$ cat src/rtl/efuse_read_ctrl_if.sv
// eFuse read request bundle between the shadow loader
// and the eFuse mux.
interface efuse_read_ctrl_if;
  logic       read_pgmen;
  logic       read_rden;
  logic       read_aen;
  logic [7:0] read_addr;
  logic [7:0] read_rdata;
  logic       busy_read;

  modport master (
    output read_pgmen,
    output read_rden,
    output read_aen,
    output read_addr,
    output busy_read,
    input  read_rdata
  );

  modport slave (
    input  read_pgmen,
    input  read_rden,
    input  read_aen,
    input  read_addr,
    input  busy_read,
    output read_rdata
  );
endinterface

$ cat src/rtl/efuse_read_ctrl.sv
// Sequencer that copies the eFuse macro contents into
// a shadow register array, after reset and on request.
module efuse_read_ctrl #(
  parameter int NR        = 64,
  parameter int T_SETUP   = 2,
  parameter int T_AEN     = 4,
  parameter int T_HOLD    = 2,
  parameter bit AUTO_LOAD = 1'b1
) (
  input  logic              clk,
  input  logic              rst,
  input  logic              sw_start,
  input  logic              rg_efuse_reg_mode,
  efuse_read_ctrl_if.master efuse,
  output logic              load_done,
  output logic              shadow_valid,
  output logic [NR*8-1:0]   shadow_data
);

  localparam int TSA  = (T_SETUP > T_AEN) ?
                        T_SETUP : T_AEN;
  localparam int TMAX = (TSA > T_HOLD) ? TSA : T_HOLD;
  localparam int CW   = $clog2(TMAX + 1);

  localparam logic [CW-1:0] C_SETUP = CW'(T_SETUP - 1);
  localparam logic [CW-1:0] C_AEN   = CW'(T_AEN - 1);
  localparam logic [CW-1:0] C_HOLD  = CW'(T_HOLD - 1);
  localparam logic [7:0]    A_LAST  = 8'(NR - 1);

  typedef enum logic [2:0] {
    IDLE,
    SETUP,
    STROBE,
    HOLD,
    DONE
  } state_t;

  state_t        state;
  state_t        state_nxt;
  logic [CW-1:0] cnt;
  logic [CW-1:0] cnt_nxt;
  logic [7:0]    addr;
  logic [7:0]    addr_nxt;
  logic          pend;
  logic          armed;
  logic          start;
  logic          cap;

  logic          rden_d;
  logic          aen_d;
  logic          busy_d;
  logic          done_d;
  logic [7:0]    raddr_d;

  assign efuse.read_pgmen = 1'b0;

  // armed holds off the auto-load for one cycle after reset
  always_ff @(posedge clk or posedge rst) begin
    if (rst) begin
      state <= IDLE;
      cnt   <= '0;
      addr  <= '0;
      pend  <= AUTO_LOAD;
      armed <= 1'b0;
    end else begin
      state <= state_nxt;
      cnt   <= cnt_nxt;
      addr  <= addr_nxt;
      armed <= 1'b1;
      if (start)
        pend <= 1'b0;
    end
  end

  always_comb begin
    state_nxt = state;
    cnt_nxt   = cnt;
    addr_nxt  = addr;
    start     = 1'b0;
    cap       = 1'b0;
    unique case (state)
      IDLE: begin
        if ((sw_start || (pend && armed)) &&
            !rg_efuse_reg_mode) begin
          start     = 1'b1;
          state_nxt = SETUP;
          cnt_nxt   = '0;
          addr_nxt  = '0;
        end
      end
      SETUP: begin
        if (rg_efuse_reg_mode) begin
          state_nxt = IDLE;
        end else if (cnt == C_SETUP) begin
          state_nxt = STROBE;
          cnt_nxt   = '0;
        end else begin
          cnt_nxt = cnt + CW'(1);
        end
      end
      STROBE: begin
        if (rg_efuse_reg_mode) begin
          state_nxt = IDLE;
        end else if (cnt == C_AEN) begin
          state_nxt = HOLD;
          cnt_nxt   = '0;
        end else begin
          cnt_nxt = cnt + CW'(1);
        end
      end
      HOLD: begin
        if (rg_efuse_reg_mode) begin
          state_nxt = IDLE;
        end else if (cnt == C_HOLD) begin
          cap     = 1'b1;
          cnt_nxt = '0;
          if (addr == A_LAST) begin
            state_nxt = DONE;
          end else begin
            state_nxt = SETUP;
            addr_nxt  = addr + 8'd1;
          end
        end else begin
          cnt_nxt = cnt + CW'(1);
        end
      end
      DONE: state_nxt = IDLE;
      default: state_nxt = IDLE;
    endcase
  end

  // decode from the next state so every output is a flop
  always_comb begin
    rden_d  = 1'b0;
    aen_d   = 1'b0;
    busy_d  = 1'b0;
    done_d  = 1'b0;
    raddr_d = '0;
    unique case (state_nxt)
      SETUP, HOLD: begin
        rden_d  = 1'b1;
        busy_d  = 1'b1;
        raddr_d = addr_nxt;
      end
      STROBE: begin
        rden_d  = 1'b1;
        aen_d   = 1'b1;
        busy_d  = 1'b1;
        raddr_d = addr_nxt;
      end
      DONE: done_d = 1'b1;
      default: ;
    endcase
  end

  always_ff @(posedge clk or posedge rst) begin
    if (rst) begin
      efuse.read_rden <= 1'b0;
      efuse.read_aen  <= 1'b0;
      efuse.read_addr <= '0;
      efuse.busy_read <= 1'b0;
      load_done       <= 1'b0;
      shadow_valid    <= 1'b0;
    end else begin
      efuse.read_rden <= rden_d;
      efuse.read_aen  <= aen_d;
      efuse.read_addr <= raddr_d;
      efuse.busy_read <= busy_d;
      load_done       <= done_d;
      if (start)
        shadow_valid <= 1'b0;
      else if (done_d)
        shadow_valid <= 1'b1;
    end
  end

  always_ff @(posedge clk or posedge rst) begin
    if (rst) begin
      shadow_data <= '0;
    end else if (cap) begin
      for (int k = 0; k < NR; k++)
        if (addr == 8'(k))
          shadow_data[k*8 +: 8] <= efuse.read_rdata;
    end
  end

endmodule
$ cat src/flat_wrapper.sv
// flat-port wrapper written by rule: the top's interface ports become plain ports
module efuse_read_ctrl_flat 
#(
  parameter int NR        = 64,
  parameter int T_SETUP   = 2,
  parameter int T_AEN     = 4,
  parameter int T_HOLD    = 2,
  parameter bit AUTO_LOAD = 1'b1
)
  (clk, rst, sw_start, rg_efuse_reg_mode, load_done, shadow_valid, shadow_data, efuse_read_pgmen, efuse_read_rden, efuse_read_aen, efuse_read_addr, efuse_busy_read, efuse_read_rdata);
  efuse_read_ctrl_if efuse_i ();
  input  logic clk;
  input  logic rst;
  input  logic sw_start;
  input  logic rg_efuse_reg_mode;
  output logic load_done;
  output logic shadow_valid;
  output logic [NR*8-1:0] shadow_data;
  output wire logic [$bits(efuse_i.read_pgmen)-1:0] efuse_read_pgmen;
  output wire logic [$bits(efuse_i.read_rden)-1:0] efuse_read_rden;
  output wire logic [$bits(efuse_i.read_aen)-1:0] efuse_read_aen;
  output wire logic [$bits(efuse_i.read_addr)-1:0] efuse_read_addr;
  output wire logic [$bits(efuse_i.busy_read)-1:0] efuse_busy_read;
  input wire logic [$bits(efuse_i.read_rdata)-1:0] efuse_read_rdata;
  assign efuse_read_pgmen = efuse_i.read_pgmen;
  assign efuse_read_rden = efuse_i.read_rden;
  assign efuse_read_aen = efuse_i.read_aen;
  assign efuse_read_addr = efuse_i.read_addr;
  assign efuse_busy_read = efuse_i.busy_read;
  assign efuse_i.read_rdata = efuse_read_rdata;
  efuse_read_ctrl #(.NR(NR), .T_SETUP(T_SETUP), .T_AEN(T_AEN), .T_HOLD(T_HOLD), .AUTO_LOAD(AUTO_LOAD)) u_core (.clk(clk), .rst(rst), .sw_start(sw_start), .rg_efuse_reg_mode(rg_efuse_reg_mode), .efuse(efuse_i), .load_done(load_done), .shadow_valid(shadow_valid), .shadow_data(shadow_data));
endmodule
$ cat config.mk
export PLATFORM = sky130hd
export DESIGN_NAME = efuse_read_ctrl_flat
export DESIGN_NICKNAME = d
export VERILOG_FILES = /design/src/rtl/efuse_read_ctrl_if.sv /design/src/rtl/efuse_read_ctrl.sv /design/src/flat_wrapper.sv
export SDC_FILE = /design/constraint.sdc
export NUM_CORES = 1
export LEC_CHECK = 0
export ABC_AREA = 1
export BUFFER_PORTS_ARGS = -buffer_cell sky130_fd_sc_hd__buf_2
export CAP_MARGIN = 20
export CORE_ASPECT_RATIO = 1.2
export CORE_MARGIN = 4
export CORE_UTILIZATION = 48
export DETAILED_ROUTE_END_ITERATION = 12
export GPL_ROUTABILITY_DRIVEN = 0
export PLACE_DENSITY = 0.76
export SKIP_CTS_REPAIR_TIMING = 1
export SYNTH_ARGS = -nofsm -noshare
export SYNTH_HDL_FRONTEND = slang
export SYNTH_SLANG_ARGS = --single-unit
$ cat constraint.sdc
create_clock -name clk -period 14.3 [get_ports clk]
set_input_delay 0.715 -clock clk [delete_from_list [all_inputs] [get_ports clk]]
set_output_delay 0.715 -clock clk [all_outputs]
set_load 0.01 [all_outputs]
# Yosys cells after proc, flatten, opt, wreduce, memory -nomap -nowiden
# Cells that the tools add are included.
# W data, S select, Z words.
word_totals:
  out_inout_bits: 526
  elab_cells: 257
  register_bits: 540
classes:
  n_reduce_logical: 75
  mux: 31
  add_sub_neg: 2
  n_eq_ne: 75
ops:
  columns: ["op", "n"]
  rows:
  - ["$eq A8 B6 Y1 const B", 32]
  - ["$eq A8 B5 Y1 const B", 16]
  - ["$reduce_and A2 Y1", 64]
  - ["$eq A8 B4 Y1 const B", 8]
  - ["$mux W8", 5]
  - ["$mux W3", 13]
  - ["$eq A8 B3 Y1 const B", 4]
  - ["$eq A8 B2 Y1 const B", 2]
  - ["$pmux W8 S2", 1]
  - ["$eq A3 B2 Y1 const B", 5]
  - ["$pmux W3 S4", 1]
  - ["$mux W1", 10]
  - ["$eq A3 B1 Y1 const B", 3]
  - ["$pmux W3 S3", 1]
  - ["$add A8 B1 Y8 const B", 1]
  - ["$eq A8 B1 Y1 const B", 1]
  - ["$logic_not A8 Y1", 1]
  - ["$ne A2 B2 Y1 const B", 2]
  - ["$reduce_and A4 Y1", 1]
  - ["$add A3 B1 Y3 const B", 1]
  - ["$eq A3 B3 Y1 const B", 1]
  - ["$logic_not A3 Y1", 1]
  - ["$reduce_bool A3 Y1", 1]
  - ["$reduce_or A3 Y1", 1]
  - ["other kinds (6)", 7]

# Longest topological paths before layout
# Gate-level depths: netlist of run 1.
depth:
  word_depth: 9
  depth_mapped: 12
  depth_no_buf: 12

# Least setup slack after synthesis of run 1
# No wires, ideal clock.
synth_path:
  path_kind: "input port to flip-flop"
  startpoint: "input rg_efuse_reg_mode"
  endpoint: "register u_core.shadow_data[384]"
  slack_ns: 12.317
  t_required_ns: 14.168
  path_stages: 9
  t_arrival_ns: 1.850
  cell_sequence: "inv_1 nand2_4 nor2_8 inv_8 nor2_8 nand2_4 buf_6 nand2_1 o21ai_2"
synth_via:
  elab_chain_cells: 3
synth_rtl:
  columns: ["item", "line", "source"]
  rows:
  - ["start, declared", "flat_wrapper.sv:15", "input logic rg_efuse_reg_mode;"]
  - ["$mux W1", "efuse_read_ctrl.sv:112", "if (rg_efuse_reg_mode) begin"]
  - ["$mux W1", "efuse_read_ctrl.sv:81", "unique case (state)"]
  - ["$reduce_and A2 Y1 (no source line)", null, null]
  - ["end signal, assigned by index", "efuse_read_ctrl.sv:183", "shadow_data[k*8 +: 8] <= efuse.read_rdata;"]
  - ["end, declared", "efuse_read_ctrl.sv:17", "output logic [NR*8-1:0] shadow_data"]
# No other way between the ends.
# A chain may end at the register's enable or synchronous reset.

# Worst setup path after layout of run 1
layout_path:
  startpoint: "register u_core.state[2]"
  endpoint: "register u_core.shadow_data[15]"
layout_via:
  elab_chain_cells: 3
layout_rtl:
  columns: ["item", "line", "source"]
  rows:
  - ["start, declared", "efuse_read_ctrl.sv:38", "state_t state;"]
  - ["start signal, assigned", "efuse_read_ctrl.sv:66", "state <= state_nxt;"]
  - ["$eq A3 B2 Y1", "efuse_read_ctrl.sv:81", null]
  - ["$mux W1", "efuse_read_ctrl.sv:81", null]
  - ["$reduce_and A2 Y1 (no source line)", null, null]
# No other way between the ends.

==> reports/qor.json, run 1 <==
{
  "floorplan.die_area_um2": 48400,
  "timing.reg2reg.setup_slack_ps": 10780,
  "crit_fanout": 33,
  "fmaxAchievable_mhz": 284,
  "drt-vias-per-instance": 5.35,
  "layout-area-overhead-vs-synth_pct": 19.4,
  "grt_pass1_wl_um": 96900,
  "crit_path_start_kind": "flip-flop",
  "worst_ep_arrival_time_ps": 3980,
  "hold_viol": 0,
  "fraction_of_layout_cells_with_a_size_suffix_above_1": 0.330,
  "post_synth.cell_area_avg_um2": 10.9,
  "seqCellArea_um2": 13500,
  "layout.cells.most_common_list": "584 x sky130_fd_sc_hd__nand2_1, 539 x sky130_fd_sc_hd__dfrtp_1, 536 x sky130_fd_sc_hd__buf_2, 230 x sky130_fd_sc_hd__o21ai_0, 196 x sky130_fd_sc_hd__o21ai_1",
  "cts_made_buffers": 51,
  "clock_latency_at_the_later_pin_of_the_worst_skew_pair_ps": 580,
  "die_h_um": 240,
  "grt_pass1_vias": 16100,
  "crit_path_max_incr_delay_ps": 820,
  "via_count": 16300,
  "leakage_nw": 14.3,
  "power.density_cell_area_nw_per_um2": 118,
  "worst_ir_drop_vdd_uv": 99.7,
  "path_clk_slew_ps": 60,
  "dr.first_iter.drc_count": 1170,
  "outcome": "finished, final reports clean",
  "finalMaxSlewViolations": 0,
  "mappedNetlistArea_um2": 21600,
  "dieWidth_um": 202,
  "critical_path_cell_count": 8,
  "core_um2": 44100,
  "cp_top_family": "simple AND/OR/NAND/NOR gates",
  "postSynthCellCount": 1975,
  "ctsLongestPathBuffers": 3,
  "r2r.worst_path.cells": 8,
  "ctsHtreeMaxLevel": 2,
  "grt_start_max_net_pins": 194,
  "category_of_the_critical_setup_timing_path": "flip-flop to flip-flop",
  "grt.total_usage": 0.257,
  "globalRouteOverflowTotal": 0,
  "design_power_total_mw": 3.04,
  "routed_wire_length_per_instance_um": 20.9,
  "max-slew-margin-rel": 0.262,
  "clock_sinks": 540,
  "max_cap_violations": 0,
  "cp-startpoint": "u_core.state[2]",
  "layout_commonest_cell": "sky130_fd_sc_hd__nand2_1",
  "critical_path.reg2reg.endpoint": "u_core.shadow_data[15]",
  "worstSetupEndpoint": "u_core.shadow_data[15]",
  "grt_antenna_before_repair": 0,
  "synth.top_cell.area_share": 0.625,
  "crit_buf_inv": 3,
  "io_buffer_count": 536,
  "data_required_time_at_the_worst_endpoint_ps": 14760,
  "crit_path_end_kind": "flip-flop",
  "min_path_type": "input pin to async pin",
  "initial_core_util": 0.489,
  "final_nets": 2472,
  "timing.final.crit_share": 0.246,
  "area_of_combinational_cells_with_multiple_inputs_um2": 6820,
  "period_minus_slack_ps": 3520,
  "yosys_top_cell_by_area": "sky130_fd_sc_hd__dfrtp_1",
  "dr.pass1.iters": 5,
  "setup_tns_ps": 0,
  "rsz_0062_raised_after_global_routing": "false",
  "post_synth_num_cell_types": 34,
  "final_antenna_net_count": 0,
  "dp_hpwl_um": 41200,
  "fillCellCount": 3666,
  "synth.area.top_cells": "sky130_fd_sc_hd__dfrtp_1 63%, sky130_fd_sc_hd__nand2_1 10%, sky130_fd_sc_hd__o21ai_0 5.3%",
  "clock-root-buffer": "sky130_fd_sc_hd__clkbuf_16",
  "setup_violations": 0,
  "register_bit_count_reported_by_yosys": 540,
  "io_pins": 538,
  "fp-row-count": 84,
  "cp_slowest_cell": "sky130_fd_sc_hd__nand4_1",
  "fin_worst_skew_ps": 15.3,
  "worst_pin_slew_ps": 1110,
  "syn_nets": 1996,
  "yosysSeqAreaShare": 0.626,
  "crit_path_cell_trace": "inv_1, nand2_1, nor2_1, inv_2, nor2_8, buf_4, nand4_1, o21ai_0",
  "regToRegStartpoint": "u_core.state[2]",
  "tritoncts": "done",
  "drc": 0,
  "route.final.wire_length_um": 63600,
  "antenna_diodes": 0,
  "synthesis.yosys.warnings": 0
}
==> worst reg2reg max path: cells and delay by family, from the launching register on <==
family | cells | cell delay (ps)
simple gates | 4 | 1540
buf+inv | 3 | 1000
compound gates | 1 | 470
flops | 1 | 400
==> metrics by stage <==
step           hold slack, ps  setup WS, ps   util  std cells  cell area (um^2)
3_5_place_dp              439         10530  0.545       2956             24100
4_1_cts                   449         10810  0.583       3048             25700
2_1_floorplan             424          6240      -       1975             21600
3_3_place_gp              432         10630  0.545       2956             24100
6_report                  443         10780  0.584       3049             25800
5_1_grt                   465         10370  0.584       3049             25800
==> metal layers <==
layer / vias up / GRT usage / part of all wire
li1: 7451 / - / -
met1: 8030 / 0.321 / 0.39
met2: 672 / 0.435 / 0.50
met3: 165 / 0.0561 / 0.069
met4: 0 / 0.112 / 0.048
met5: - / 0 / 0
==> flip-flops by register name, indices dropped and copies added (netlist names) <==
signal	count
u_core.state	3
u_core.armed	1
u_core.addr	8
u_core.cnt	3
u_core.shadow_valid	1
u_core.shadow_data	512
u_core.load_done	1
u_core.pend	1
u_core.efuse.read_addr	8
u_core.efuse.read_rden	1
u_core.efuse.read_aen	1
==> report_power, final <==
part,internal (mW),switching (mW),total (mW)
Sequential,1.54,0.00827,1.55
Clock,0.781,0.567,1.35
Combinational,0.0272,0.119,0.146
==> Yosys cell counts (all sizes together) <==
| cell | number |
|---|---|
| clkinv | 8 |
| o211ai | 1 |
| buf | 79 |
| nor2 | 39 |
| o21ai | 523 |
| nand3 | 25 |
| o22ai | 2 |
| dfrtp | 539 |
| conb | 2 |
| nand3b | 1 |
| nand4 | 29 |
| inv | 47 |
| clkbuf | 49 |
| o21bai | 1 |
| nor3 | 1 |
| nand2 | 619 |
| ha | 9 |
| dfstp | 1 |
==> cells by family after synthesis <==
family / Yosys count / share of synthesized area
buf+inv: 183 / 0.0576
compound gates: 527 / 0.139
simple gates: 714 / 0.171
other cells: 2 / 0.000348
fa+ha+maj: 9 / 0.00522
flops: 540 / 0.626
==> worst min-delay path by stage <==
stage | slack, ps | cells after the start | end | from
after CTS | 450 | 2 | u_core.pend | u_core.pend
after floorplan | 420 | 2 | u_core.pend | u_core.pend
after global placement | 430 | 2 | u_core.pend | u_core.pend
after global routing | 470 | 2 | u_core.pend | u_core.pend
after detailed placement | 440 | 2 | u_core.pend | u_core.pend
final | 440 | 3 | u_core.shadow_data[183] | rst
==> layout make-up <==
cell class                 instances  area share
clock buffer                      85      0.0624
clock inverter                     7     0.00277
inverter                          55     0.00845
multi-input combinational       1252       0.265
sequential                       540       0.524
tap                              559      0.0271
timing repair buffer             551       0.110
Power figures use the tool's default switching activity.
==> run 2: changes to the inputs <==
CORE_UTILIZATION = 53   (was 48)
PLACE_DENSITY = 0.8   (was 0.76)
clock period = 3.7 ns   (was 14.3 ns; I/O delays follow)
==> reports/qor.json, run 2 (synthesized netlist as in run 1, its figures left out) <==
{
  "initial_core_util": {"value": 0.539, "change": "+0.0501"},
  "clock-root-buffer": "sky130_fd_sc_hd__clkbuf_16",
  "cp_top_family": "simple AND/OR/NAND/NOR gates",
  "cts_made_buffers": {"value": 50, "change": "-2.0%"},
  "timing.reg2reg.setup_slack": {"value": 1040, "unit": "ps", "change": "-9740 ps"},
  "io_buffer_count": {"value": 536, "change": "unchanged"},
  "globalRouteOverflowTotal": {"value": 0, "change": "unchanged"},
  "worst_ir_drop_vdd": {"value": 436, "unit": "uV", "change": "+340%"},
  "layout-area-overhead-vs-synth_pct": 20.5,
  "drc": {"value": 0, "change": "unchanged"},
  "hold_viol": {"value": 0, "change": "unchanged"},
  "final_hold_slack": {"value": 23.6, "unit": "ps", "change": "-419 ps"},
  "layout.cells.most_common_list": "584 x sky130_fd_sc_hd__nand2_1, 539 x sky130_fd_sc_hd__dfrtp_1, 536 x sky130_fd_sc_hd__buf_2, 230 x sky130_fd_sc_hd__o21ai_0, 196 x sky130_fd_sc_hd__o21ai_1",
  "ctsHtreeMaxLevel": {"value": 2, "change": "unchanged"},
  "fmaxAchievable": {"value": 376, "unit": "MHz", "change": "+32%"},
  "drt-vias-per-instance": {"value": 5.54, "change": "+3.6%"},
  "design_power_total": {"value": 12.0, "unit": "mW", "change": "+300%"},
  "crit_path_start_kind": "flip-flop",
  "tritoncts": "done",
  "final_core_utilization": {"value": 0.650, "change": "+0.0658"},
  "pre_cts_slack": {"value": 1100, "unit": "ps", "change": "-9430 ps"},
  "ctsLongestPathBuffers": {"value": 3, "change": "unchanged"},
  "grt_antenna_before_repair": {"value": 1, "change": "+1"},
  "grt_start_max_net_pins": {"value": 121, "change": "-38%"},
  "setup_violations": {"value": 0, "change": "unchanged"},
  "category_of_the_critical_setup_timing_path": "flip-flop to flip-flop",
  "period_minus_slack": {"value": 2660, "unit": "ps", "change": "-859 ps"},
  "crit_path_cell_trace": "inv_1, nand2_1, nor2_1, inv_2, nor2_8, nand4_1, o21ai_0",
  "setup_tns": {"value": 0, "unit": "ps", "change": "unchanged"},
  "route.final.wire_length": {"value": 65700, "unit": "um", "change": "+3.3%"},
  "regToRegStartpoint": "u_core.state[2]",
  "routed_wire_length_per_instance": {"value": 21.6, "unit": "um", "change": "+3.7%"},
  "clock_sinks": {"value": 540, "change": "unchanged"},
  "dp.cells": {"value": 2947, "change": "-0.30%"},
  "grt_pass1_wl": {"value": 100000, "unit": "um", "change": "+3.6%"},
  "data_required_time_at_the_worst_endpoint": {"value": 4160, "unit": "ps", "change": "-10600 ps"},
  "finalMaxSlewViolations": {"value": 0, "change": "unchanged"},
  "layout_commonest_cell": "sky130_fd_sc_hd__nand2_1",
  "max-slew-margin-rel": {"value": 0.268, "change": "+0.00637"},
  "path_clk_slew": {"value": 70, "unit": "ps", "change": "about the same"},
  "dr.first_iter.drc_count": {"value": 1202, "change": "+2.7%"},
  "r2r.worst_path.cells": {"value": 7, "change": "-1"},
  "final.setup.worst_slack": {"value": 1040, "unit": "ps", "change": "-9740 ps"},
  "max_cap_violations": {"value": 0, "change": "unchanged"},
  "reg.largest.list": "u_core.shadow_data x512, u_core.addr x8, u_core.efuse.read_addr x8",
  "clock_latency_at_the_later_pin_of_the_worst_skew_pair": {"value": 580, "unit": "ps", "change": "about the same"},
  "power.density_cell_area": {"value": 463, "unit": "nW/um^2", "change": "+290%"},
  "fraction_of_layout_cells_with_a_size_suffix_above_1": {"value": 0.337, "change": "+0.00720"},
  "max_flop_register": "u_core.shadow_data",
  "grt.total_usage": {"value": 0.295, "change": "+0.0383"},
  "crit_path_end_kind": "flip-flop",
  "core": {"value": 40000, "unit": "um^2", "change": "-9.3%"},
  "dp_hpwl": {"value": 44100, "unit": "um", "change": "+6.9%"},
  "final_antenna_net_count": {"value": 0, "change": "unchanged"},
  "rsz_0062_raised_after_global_routing": "false",
  "grt_pass1_vias": {"value": 16700, "change": "+4.2%"},
  "fin_worst_skew": {"value": 22.4, "unit": "ps", "change": "+7.18 ps"},
  "outcome": "finished, final reports clean",
  "critical_path.reg2reg.endpoint": "u_core.shadow_data[17]",
  "antenna_diodes": {"value": 0, "change": "unchanged"},
  "critical_path_cell_count": {"value": 7, "change": "-1"},
  "leakage": {"value": 14.5, "unit": "nW", "change": "+0.99%"},
  "io_pins": {"value": 538, "change": "unchanged"},
  "dieWidth": {"value": 192, "unit": "um", "change": "-4.6%"},
  "fin_cells": {"value": 3038, "change": "-0.36%"},
  "worst_ep_arrival_time": {"value": 3120, "unit": "ps", "change": "-860 ps"},
  "crit_path_max_incr_delay": {"value": 560, "unit": "ps", "change": "-260 ps"},
  "largest_reg_flops": {"value": 512, "change": "unchanged"},
  "timing.final.crit_share": {"value": 0.720, "change": "+0.473"},
  "min_path_type": "input pin to flip-flop",
  "cp_slowest_cell": "sky130_fd_sc_hd__nand4_1",
  "floorplan.die_area": {"value": 44000, "unit": "um^2", "change": "-9.1%"},
  "die_h": {"value": 229, "unit": "um", "change": "-4.7%"},
  "fillCellCount": {"value": 3120, "change": "-15%"},
  "worst_pin_slew": {"value": 1100, "unit": "ps", "change": "-9.55 ps"},
  "cp-startpoint": "u_core.state[2]",
  "placed_cell_area": {"value": 24200, "unit": "um^2", "change": "+0.76%"},
  "final_nets": {"value": 2488, "change": "+0.65%"},
  "fp-row-count": {"value": 80, "change": "-4.8%"},
  "crit_fanout": {"value": 16, "change": "-52%"},
  "crit_buf_inv": {"value": 2, "change": "-1"},
  "post-route-cell-area": {"value": 26000, "unit": "um^2", "change": "+0.93%"},
  "worstSetupEndpoint": "u_core.shadow_data[17]",
  "via_count": {"value": 16800, "change": "+3.2%"},
  "dr.pass1.iters": {"value": 5, "change": "unchanged"}
}
-- run 2: how the worst min path moves through the flow --
stage                            from                      end  slack (ps)  depth (start not counted)
floorplan           rg_efuse_reg_mode           u_core.addr[3]         400                          3
global placement                  rst  u_core.shadow_data[112]         360                          2
detailed placement                rst  u_core.shadow_data[113]         360                          2
CTS                               rst  u_core.shadow_data[112]        -260                          2
global route        rg_efuse_reg_mode           u_core.addr[3]          50                          4
finish              rg_efuse_reg_mode           u_core.addr[3]          20                          4
-- run 2: final cells by class --
type,instances,area [um^2],area share
clock buffer,69,1480,0.0568
clock inverter,21,277,0.0106
inverter,55,218,0.00837
multi-input combinational,1252,6820,0.262
sequential,540,13500,0.520
tap,533,667,0.0256
timing repair buffer,568,3040,0.117
-- run 2: metal layers --
layer | up-vias | GRT usage | wire (um)
li1 | 7513 | - | -
met1 | 8328 | 0.369 | 24700
met2 | 789 | 0.494 | 32300
met3 | 211 | 0.0577 | 4740
met4 | 0 | 0.143 | 3870
met5 | - | 0 | 0
-- run 2: tightest hold or removal path, delay by kind of cell --
family | cells | cell delay [ps]
buf+inv | 1 | 120
simple gates | 3 | 230
-- run 2: power by group --
group	switching (mW)	internal [mW]	leakage [nW]	total (mW)
clock	2.25	3.21	0.861	5.46
sequential	0.0304	5.94	7.54	5.97
combinational	0.474	0.121	6.05	0.596
total	2.75	9.28	14.5	12.0
